### src/rtl/adder.sv
// Registered 5-bit unsigned adder with bit-level operand ports.
// A ripple-carry chain of five full adders feeds a single output register.
module adder (
  input  logic clk,
  input  logic rst,
  input  logic a4,
  input  logic a3,
  input  logic a2,
  input  logic a1,
  input  logic a0,
  input  logic b4,
  input  logic b3,
  input  logic b2,
  input  logic b1,
  input  logic b0,
  output logic q4,
  output logic q3,
  output logic q2,
  output logic q1,
  output logic q0,
  output logic overflow
);

  logic [4:0] a;
  logic [4:0] b;
  logic [4:0] sum;
  logic [5:0] carry;
  logic [4:0] q_r;
  logic       overflow_r;

  assign a = {a4, a3, a2, a1, a0};
  assign b = {b4, b3, b2, b1, b0};

  // Explicit full-adder chain; carry[i] is the carry into stage i.
  always_comb begin
    sum   = '0;
    carry = '0;
    for (int i = 0; i < 5; i++) begin
      sum[i]       = a[i] ^ b[i] ^ carry[i];
      carry[i + 1] = (a[i] & b[i]) | (carry[i] & (a[i] ^ b[i]));
    end
  end

  always_ff @(posedge clk or posedge rst) begin
    if (rst) begin
      q_r        <= '0;
      overflow_r <= 1'b0;
    end else begin
      q_r        <= sum;
      overflow_r <= carry[5];
    end
  end

  // Outputs come straight from the register: no input-to-output path.
  assign q4       = q_r[4];
  assign q3       = q_r[3];
  assign q2       = q_r[2];
  assign q1       = q_r[1];
  assign q0       = q_r[0];
  assign overflow = overflow_r;

endmodule

### config.mk
export PLATFORM = sky130hd
export DESIGN_NAME = adder
export DESIGN_NICKNAME = d
export VERILOG_FILES = /design/src/rtl/adder.sv
export SDC_FILE = /design/constraint.sdc
export NUM_CORES = 1
export LEC_CHECK = 0
export ABC_AREA = 1
export BUFFER_PORTS_ARGS = -buffer_cell sky130_fd_sc_hd__buf_2
export CORE_AREA = 5 5 42 44
export CTS_CLUSTER_SIZE = 30
export DETAILED_ROUTE_END_ITERATION = 8
export DIE_AREA = 0 0 47 49
export PLACE_DENSITY = 0.53
export SLEW_MARGIN = 20
export SYNTH_ARGS = -nofsm -noshare
export SYNTH_HDL_FRONTEND = slang
export SYNTH_SLANG_ARGS = --single-unit
### constraint.sdc
create_clock -name clk -period 0.8 [get_ports clk]
set_input_delay 0.16 -clock clk [delete_from_list [all_inputs] [get_ports clk]]
set_output_delay 0.16 -clock clk [all_outputs]
set_load 0.02 [all_outputs]
-- Word-level counts from Yosys, hierarchy flattened
Index checks and enable logic that the tools add are counted.
- register bits: 6
- memories kept: 0
- word-level logic and storage cells: 24
- bits in writable memories: 0
- bits in latches: 0
- memory bits (read-only): 0
- mux-type cells: 0
- order comparisons: 0
- reduce and logical (&&, ||, !) cells: 0
- bitwise logic cells: 22
- add/sub/neg operators: 0
- divide/modulo/power cells: 0
- shift-type cells: 0
- eq/ne operators: 0
- $mul: 0
- operator list (operator ; count):
    $and A1 B1 Y1 ; 9
    $xor A1 B1 Y1 ; 9
    $or A1 B1 Y1 ; 4

-- Longest topological paths before layout
- word-level depth: 9
- mapped depth: 9

-- Worst setup path after synthesis
OpenSTA, ideal clock, no wires.
- kind: input port to flip-flop
- start: input a0
- end: register q_r[4]
- data arrival time: 1808 ps
- required time: 736 ps
- setup time: 64 ps
- setup slack: -1072 ps
- stages: 9
- path through: ha_1 -> inv_1 -> fa_1 -> inv_1 -> fa_1 -> fa_1 -> inv_1 -> fa_1 -> inv_1
- word-level cells in the longest chain between the ends: 8
- RTL lines (what ; line ; source):
    start, declared ; 10 ; input logic a0,
    $and A1 B1 Y1 (2 in series) ; 40 ; carry[i + 1] = (a[i] & b[i]) | (carry[i] & (a[i] ^ b[i]));
    $or A1 B1 Y1 ; 40 ;
    $and A1 B1 Y1 ; 40 ;
    $or A1 B1 Y1 ; 40 ;
    $and A1 B1 Y1 ; 40 ;
    $or A1 B1 Y1 ; 40 ;
    $xor A1 B1 Y1 ; 39 ; sum[i] = a[i] ^ b[i] ^ carry[i];
    net sum[4] ; 26 ; logic [4:0] sum;
    end signal, assigned ; 49 ; q_r <= sum;
    end, declared ; 28 ; logic [4:0] q_r;
The timed path passes the listed nets, and every way through them passes these cells.

-- Final worst setup path
Same ends and word-level chain as after synthesis.

==> flow_metrics.env <==
export IMPL_cts_setup_buffers=0
export IMPL_async_reset_ff_share_pct=100.0
export IMPL_fmax_mhz=591.8
export IMPL_netlist_top_cells_area="dfrtp_1 53%, fa_1 28%, inv_1 15%"
export IMPL_die_w_um=47
export IMPL_cpMostUsedCell="fa_2"
export IMPL_tightestPinTransition_ps=216.3
export IMPL_start_kind="input port"
export IMPL_cp_end_kind="register"
export IMPL_ys_types=4
export IMPL_vdd_drop_max_mv=0.5018
export IMPL_whs_endpoint="q_r[0]$_DFF_PP0_"
export IMPL_viasPerCell=3.627
export IMPL_grt_overflow_total=0
export IMPL_fin_area_um2=494.2
export IMPL_hold_path_class="input port to register"
export IMPL_area_growth_pct=74.01
export IMPL_ys_seq_elements=6
export IMPL_setup_viol=10
export IMPL_yosysSeqAreaShare_pct=52.86
export IMPL_placed_cell_area_um2=411.6
export IMPL_fin_crit_ps=1690
export IMPL_yosys_top_cells_count="11 x inv_1, 6 x dfrtp_1, 4 x fa_1"
export IMPL_synth_avg_cell_area_um2=12.91
export IMPL_synth_cell_area_um2=284.0
export IMPL_ys_flop_type="dfrtp_1"
export IMPL_synth_warning_count=0
export IMPL_whs_path_depth=2
export IMPL_cp_arrival_ps=1870
export IMPL_ant_nets=0
export IMPL_track_usage_pct=6.117
export IMPL_rows=14
export IMPL_yosysMostFrequentCell="inv_1"
export IMPL_cts_root_buffer="clkbuf_4"
export IMPL_yosys_area_top_type="dfrtp_1"
export IMPL_regArea_um2=150.1
export IMPL_critPathBufInv=5
export IMPL_fin_ws_ps=-889.7
export IMPL_min_from="b0"
export IMPL_clockBufferDepth=2
export IMPL_finalWirelength_um=567
export IMPL_cts_tree="yes"
export IMPL_post_route_period_util_pct=211.2
export IMPL_synthDominantCellAreaShare_pct=52.86
export IMPL_hold_slack_ps=126.0
export IMPL_synth_edf_count=0
export IMPL_die_height_um=49
export IMPL_core_area_mm2=0.001401
export IMPL_slowest_delay_ps=410
export IMPL_start_util_pct=20.27
export IMPL_grt_max_degree=7
export IMPL_syn_inst=22
export IMPL_fin_cells=59
export IMPL_numCtsBuffers=3
export IMPL_die_area_mm2=0.002303
export IMPL_antenna_found_initial=0
export IMPL_final_max_slew_viol_count=0
export IMPL_antenna_diode_count=0
export IMPL_port_buffers=17
export IMPL_critical_path_required_ps=990
export IMPL_fin_nets=62
export IMPL_violations="negative setup slack"
export IMPL_vias=214
export IMPL_routedWlPerCell_um=9.610
export IMPL_p_leak_nw=0.2597
export IMPL_place_inst=55
export IMPL_grt_pass1_wl_um=855
export IMPL_fill_cells=149
export IMPL_max_cap_violations=0
export IMPL_path_clk_slew_ps=40
export IMPL_cts_htree_levels=1
export IMPL_critical_path_top_delay_family="adder cells"
export IMPL_rsz0062_at_grt="yes"
export IMPL_worstPathMaxFanout=1
export IMPL_critPathKind="input port to register"
export IMPL_drc=0
export IMPL_slew_headroom_pct=85.56
export IMPL_status="finished, violations left"
export IMPL_syn_nets=39
export IMPL_gp_congestion=0.5799
export IMPL_cts_sinks=6
export IMPL_first_pass_iters=1
export IMPL_cp_cell_sequence="buf_6, ha_4, inv_2, fa_2, inv_2, fa_2, fa_2, inv_2, fa_2, inv_1"
export IMPL_finalPower_mw=0.9336
export IMPL_hold_viol_final=0
export IMPL_drtIter0Drc=0
export IMPL_powerDensity_mw_per_mm2=1889
export IMPL_utilization_pct=35.27
export IMPL_multi_input_area_um2=115.1
export IMPL_io_pins=18
export IMPL_drive_gt1_share_pct=65.12
export IMPL_crit_slowest_cell="fa_2"
export IMPL_first_global_vias=226
## registers in the layout (all words and copies together), names as in the netlist
register,cells
q_r,5
overflow,1
## power by group
part	total, mW	switching, mW	internal, mW
combinational	0.282	0.133	0.149
clock	0.281	0.111	0.170
sequential	0.371	0.0196	0.351
## routing by layer
metal  up-vias  wire length [um]  share of wire (%)  global-route usage, %
met2        15               290                 51                  7.692
met1        97               162                 29                  4.989
met4         0                40                7.1                  11.06
met5         -                 0                  0                      0
li1         98                 -                  -                      -
met3         4                73                 13                  2.214
## layout by cell type, fill, tap and decap left out
cell type,netlist,layout
buf_2,0,9
inv_1,11,8
buf_6,0,8
dfrtp_1,6,6
fa_2,0,4
inv_2,0,3
clkbuf_4,0,3
ha_4,0,1
dlygate4sd3_1,0,1
## per-stage QoR
stage / setup WS, ps / TNS (ps)
after floorplan: -983.0 / -2938
after CTS: -898.3 / -3046
after global placement: -1147 / -3683
after global routing: -924.0 / -3185
after detailed placement: -1178 / -3808
final: -889.7 / -2959
## kinds of logic after synthesis
family	count (synthesis)	share of synthesized area (%)
buffers and inverters	11	14.54
DFF	6	52.86
adders and majority gates	5	32.60
## worst max path at each step
stage | startpoint | to | slack, ps | depth (start not counted)
finish | a0 | q_r[4]$_DFF_PP0_ | -890 | 10
floorplan | a0 | q_r[4]$_DFF_PP0_ | -980 | 9
detailed placement | a0 | q_r[4]$_DFF_PP0_ | -1180 | 10
global placement | a0 | q_r[4]$_DFF_PP0_ | -1150 | 10
CTS | a0 | q_r[4]$_DFF_PP0_ | -900 | 10
global route | b0 | q_r[4]$_DFF_PP0_ | -920 | 10
## timing repair
item,4_1_cts,5_1_grt
cloned,0,0
hold buffers,1,0
endpoints found under the setup margin,11,11
hold endpoints to repair,6,0
gates resized for setup,14,0
## area by class of cell
class                   count  share of cell area [%]
repair buffers             18                   29.37
inverters                  11                   8.354
well taps                  16                   4.051
multi-input cells           5                   23.29
clock buffers               3                   4.557
flip-flops and latches      6                   30.38
Power figures use the tool's default switching activity.
